<file path="config.mk">
export PLATFORM = sky130hd
export DESIGN_NAME = uart_tx_fifo
export DESIGN_NICKNAME = d
export VERILOG_FILES = /design/src/rtl/uart_tx_fifo.sv
export SDC_FILE = /design/constraint.sdc
export NUM_CORES = 1
export LEC_CHECK = 0
export BUFFER_PORTS_ARGS = -buffer_cell sky130_fd_sc_hd__buf_2
export CORE_AREA = 2 2 135 137
export CTS_BUF_LIST = sky130_fd_sc_hd__clkbuf_4
export CTS_CLUSTER_DIAMETER = 120
export DETAILED_ROUTE_END_ITERATION = 8
export DIE_AREA = 0 0 137 139
export PLACE_DENSITY = 0.88
export SETUP_SLACK_MARGIN = 0.3
export SYNTH_ARGS = -nofsm -noshare
export SYNTH_HDL_FRONTEND = slang
export SYNTH_SLANG_ARGS = --single-unit
</file>
<file path="constraint.sdc">
create_clock -name clk -period 3 [get_ports clk]
set_input_delay 0.6 -clock clk [delete_from_list [all_inputs] [get_ports clk]]
set_output_delay 0.6 -clock clk [all_outputs]
set_load 0.02 [all_outputs]
</file>
<file path="src/rtl/uart_tx_fifo.sv">
// First-word-fall-through byte FIFO between the host bus and the UART transmitter.
// Occupancy-based status flags are registered and sticky error flags feed the status register.
module uart_tx_fifo #(
    parameter int DATA_WIDTH      = 8,
    parameter int FIFO_DEPTH      = 32,
    parameter int ALMOST_FULL_LVL = 28,
    parameter int ADDR_W          = $clog2(FIFO_DEPTH),
    parameter int CNT_W           = $clog2(FIFO_DEPTH) + 1
) (
    input  logic                  clk,
    input  logic                  rst_n,
    input  logic [DATA_WIDTH-1:0] data_in,
    input  logic                  wr_req,
    output logic                  full,
    output logic                  almost_full,
    output logic [DATA_WIDTH-1:0] data_out,
    output logic                  fifo_available,
    input  logic                  fifo_rd,
    output logic [CNT_W-1:0]      occupancy,
    output logic                  overflow_err,
    output logic                  underflow_err,
    input  logic                  err_clr
);

    localparam logic [CNT_W-1:0] DEPTH_C = CNT_W'(FIFO_DEPTH);
    localparam logic [CNT_W-1:0] AF_C    = CNT_W'(ALMOST_FULL_LVL);

    logic [DATA_WIDTH-1:0] mem_q [FIFO_DEPTH];

    logic [ADDR_W:0]  wr_ptr_q, wr_ptr_d;
    logic [ADDR_W:0]  rd_ptr_q, rd_ptr_d;
    logic [CNT_W-1:0] occ_q, occ_d;
    logic             full_q, full_d;
    logic             af_q, af_d;
    logic             avail_q, avail_d;
    logic             ovf_q, ovf_d;
    logic             udf_q, udf_d;
    logic             wr_ack;
    logic             rd_ack;

    // Acceptance uses the registered flags, so a write to a full FIFO is never passed through by a same-cycle pop.
    assign wr_ack = wr_req & ~full_q;
    assign rd_ack = fifo_rd & avail_q;

    always_comb begin
        wr_ptr_d = wr_ptr_q;
        rd_ptr_d = rd_ptr_q;
        occ_d    = occ_q;
        if (wr_ack) begin
            wr_ptr_d = wr_ptr_q + 1'b1;
        end
        if (rd_ack) begin
            rd_ptr_d = rd_ptr_q + 1'b1;
        end
        case ({wr_ack, rd_ack})
            2'b10:   occ_d = occ_q + 1'b1;
            2'b01:   occ_d = occ_q - 1'b1;
            default: occ_d = occ_q;
        endcase
        full_d  = (occ_d == DEPTH_C);
        af_d    = (occ_d >= AF_C);
        avail_d = (occ_d != '0);
        // A new error event wins over a clear arriving in the same cycle.
        ovf_d   = (ovf_q & ~err_clr) | (wr_req & full_q);
        udf_d   = (udf_q & ~err_clr) | (fifo_rd & ~avail_q);
    end

    always_ff @(posedge clk or negedge rst_n) begin
        if (!rst_n) begin
            wr_ptr_q <= '0;
            rd_ptr_q <= '0;
            occ_q    <= '0;
            full_q   <= 1'b0;
            af_q     <= 1'b0;
            avail_q  <= 1'b0;
            ovf_q    <= 1'b0;
            udf_q    <= 1'b0;
        end else begin
            wr_ptr_q <= wr_ptr_d;
            rd_ptr_q <= rd_ptr_d;
            occ_q    <= occ_d;
            full_q   <= full_d;
            af_q     <= af_d;
            avail_q  <= avail_d;
            ovf_q    <= ovf_d;
            udf_q    <= udf_d;
        end
    end

    // Storage is deliberately left out of reset; only the pointers define validity.
    always_ff @(posedge clk) begin
        if (wr_ack) begin
            mem_q[wr_ptr_q[ADDR_W-1:0]] <= data_in;
        end
    end

    assign data_out       = mem_q[rd_ptr_q[ADDR_W-1:0]];
    assign fifo_available = avail_q;
    assign full           = full_q;
    assign almost_full    = af_q;
    assign occupancy      = occ_q;
    assign overflow_err   = ovf_q;
    assign underflow_err  = udf_q;

endmodule

</file>
==> flow_metrics.env <==
export IMPL_skew_ps=54.5
export IMPL_syn_nets=553
export IMPL_timing_hold_ws_ps=140
export IMPL_power_density_mw_per_mm2=980
export IMPL_crit_path_end_kind="output port"
export IMPL_place_gp_congestion=0.827
export IMPL_grt_overflow_total=0
export IMPL_finalSetupViolations=8
export IMPL_nets=681
export IMPL_synth_seq_cells=277
export IMPL_min_path_type="in -> reg"
export IMPL_antenna_found_initial=0
export IMPL_cts_buffers=68
export IMPL_synth_area_mm2=0.0111
export IMPL_drv_cap=0
export IMPL_synthDominantCellAreaShare=0.695
export IMPL_synthCells=533
export IMPL_core_area_mm2=0.0177
export IMPL_violations="setup timing"
export IMPL_via_per_inst=6.69
export IMPL_fin_crit_sh=1.21
export IMPL_slew_violations=0
export IMPL_dr_total_vias=6227
export IMPL_yosysUniqueCellTypes=43
export IMPL_critPathMaxFanout=7
export IMPL_slowest_delay_ps=600
export IMPL_worst_path_buf_inv=3
export IMPL_placedCellCount=804
export IMPL_cts_sinks=277
export IMPL_instances_no_fill=931
export IMPL_rsz0062_at_grt="yes"
export IMPL_r2r_start="full"
export IMPL_worstSetupStartpoint="rd_ptr_q[0]"
export IMPL_yosysSeqAreaShare=0.742
export IMPL_outcome="complete, but fails checks"
export IMPL_min_period_ps=3640
export IMPL_die_h_um=139
export IMPL_syn_to_final_growth_pct=16.5
export IMPL_grt_pass1_vias=6188
export IMPL_start_util=0.627
export IMPL_routedWlPerCell_um=30.7
export IMPL_cts_tree="built"
export IMPL_yosysTopAreaCell="edfxtp_1"
export IMPL_max_freq_mhz=275
export IMPL_clk_latency_ps=670
export IMPL_port_buffers=31
export IMPL_synth_edf_count=256
export IMPL_path_clk_slew_ps=70
export IMPL_dr_pass1_iters=5
export IMPL_hp_start="err_clr"
export IMPL_cpLargestDelayFamily="multiplexers"
export IMPL_drive_gt1_frac=0.396
export IMPL_worstPathArrival_ps=3040
export IMPL_async_flop_share=0.0758
export IMPL_worst_ep_required_time_ps=2400
export IMPL_hpwl_um=15500
export IMPL_crit_type="reg -> out"
export IMPL_synth_warnings=0
export IMPL_num_io_pins=32
export IMPL_drt_wl_total_um=28500
export IMPL_grt_max_degree=36
export IMPL_cts_buffer_depth=3
export IMPL_place_ws_ps=129
export IMPL_syn_area_per_cell_um2=20.8
export IMPL_final_util=0.730
export IMPL_drt_iter0_drc=923
export IMPL_rows=49
export IMPL_critPathLaunchType="flip-flop"
export IMPL_diodes=0
export IMPL_dieArea_mm2=0.0190
export IMPL_ff2ff_setup_slack_ps=510
export IMPL_relSlewSlack=0.514
export IMPL_chipWidth_um=137
export IMPL_layout_setup_ws_ps=-636
export IMPL_grt_use_total=0.282
export IMPL_finalHoldViolations=0
export IMPL_synthFlopType="edfxtp_1"
export IMPL_grt_pass1_wl_um=38400
export IMPL_ir_drop_mv=0.794
export IMPL_ant_nets=0
export IMPL_cts_root_buf="clkbuf_4"
export IMPL_cts_htree_levels=3
export IMPL_crit_slowest_cell="mux4_2"
export IMPL_remaining_drc_errors=0
export IMPL_worst_pin_slew_ps=726
export IMPL_path_cells="buf_12, buf_12, mux4_2, mux4_2, mux2_4, buf_6"
export IMPL_cellLeakagePower_uw=0.00442
export IMPL_synth_area_leaders="edfxtp_1 69%, mux4_2 16%, dfrtp_1 4.8%, nor2_1 1.3%, mux2_2 0.92%"
-- kinds of logic after synthesis --
logic type,Yosys count,share of synthesized area
DFF,277,0.742
muxes,89,0.172
and+or+nand+nor,83,0.0347
buffers and inverters,40,0.0180
AOI/OAI and AO/OA,25,0.0155
xor gates and xnor gates,12,0.00950
adders and majority gates,7,0.00792
-- report_power, final --
| part | leakage [uW] | internal [uW] | switching (uW) |
|---|---|---|---|
| Sequential | 0.00256 | 4560 | 318 |
| Clock | 0.000477 | 1630 | 1520 |
| Combinational | 0.00138 | 2300 | 2300 |
-- flip-flops by register name (all words and copies together), names as in the netlist --
name	flops
mem_q	256
occupancy	6
rd_ptr_q	5
wr_ptr_q	5
almost_full	1
fifo_available	1
full	1
overflow_err	1
underflow_err	1
-- per-stage QoR --
| stage | TNS, ps | total power (uW) | instance area [um^2] |
|---|---|---|---|
| 2_1_floorplan | 0 | 7490 | 11100 |
| 4_1_cts | -4190 | 11900 | 12600 |
| 3_5_place_dp | 0 | 8770 | 11800 |
| 6_report | -4580 | 12600 | 12900 |
| 3_3_place_gp | 0 | 8550 | 11800 |
| 5_1_grt | -5040 | 13000 | 12900 |
-- placed cells by master, fill, tap and decap left out, types with 3 or more instances in the layout --
cell        netlist  routed
edfxtp_1        256     256
clkbuf_4          0      88
mux4_2           80      80
nor2_1           37      37
buf_4             1      37
buf_2             6      25
nand2_1          19      19
dfrtp_1          21      19
clkinv_1          0      16
inv_1            10      10
buf_12            0      10
xnor2_1           9       9
buf_6             5       9
ha_1              7       7
nand3_1           6       6
o21ai_0           6       6
mux2_2            9       5
clkbuf_16         0       5
mux2_4            0       4
a21oi_1           4       4
xor2_1            3       3
or3b_2            3       3
nand3b_1          3       3
nand4_1           3       3
clkinvlp_4        0       3
bufinv_16         0       3
-- synth_stat cells (3+ instances only) --
| cell | number |
|---|---|
| nand3b_1 | 3 |
| a21oi_1 | 4 |
| or3b_2 | 3 |
| mux2_2 | 9 |
| buf_6 | 5 |
| mux4_2 | 80 |
| ha_1 | 7 |
| nand3_1 | 6 |
| o21ai_0 | 6 |
| buf_2 | 6 |
| clkbuf_1 | 14 |
| dfrtp_1 | 21 |
| nand4_1 | 3 |
| buf_1 | 3 |
| nor2_1 | 37 |
| xnor2_1 | 9 |
| xor2_1 | 3 |
| nand2_1 | 19 |
| inv_1 | 10 |
| edfxtp_1 | 256 |
-- cell type report --
| cell class | instances | area (um^2) |
|---|---|---|
| clock inverter | 23 | 176 |
| clock buffer | 88 | 661 |
| tap | 229 | 287 |
| fill | 938 | 4770 |
| inverter | 11 | 41.3 |
| multi-input combinational | 216 | 2670 |
| timing repair buffer | 87 | 840 |
| sequential | 277 | 8220 |
-- routing by layer --
metal  share of wire  vias up  routed length [um]  GRT usage
met5               0        -                   0          0
met4           0.040        0                1130     0.0906
met3            0.12       87                3310     0.0749
met2            0.49      532               13900      0.451
met1            0.36     3141               10200      0.385
li1                -     2467                   -          -
-- path summary, 6_finish.rpt --
check,end,cells after the start
setup / recovery,data_out[4],6
hold / removal,overflow_err,2
setup reg to reg,fifo_available,8
hold reg to reg,overflow_err,2
max in group asynchronous,rd_ptr_q[0],2
min in group asynchronous,overflow_err,2
-- timing repair --
item / in CTS / in global routing
endpoints found under the hold margin: 21 / 0
resized for setup: 3 / 17
endpoints found under the setup margin: 8 / 8
setup buffers: 3 / 7
hold buffers: 1 / 0
cloned: 0 / 5
Power figures use the tool's default switching activity.
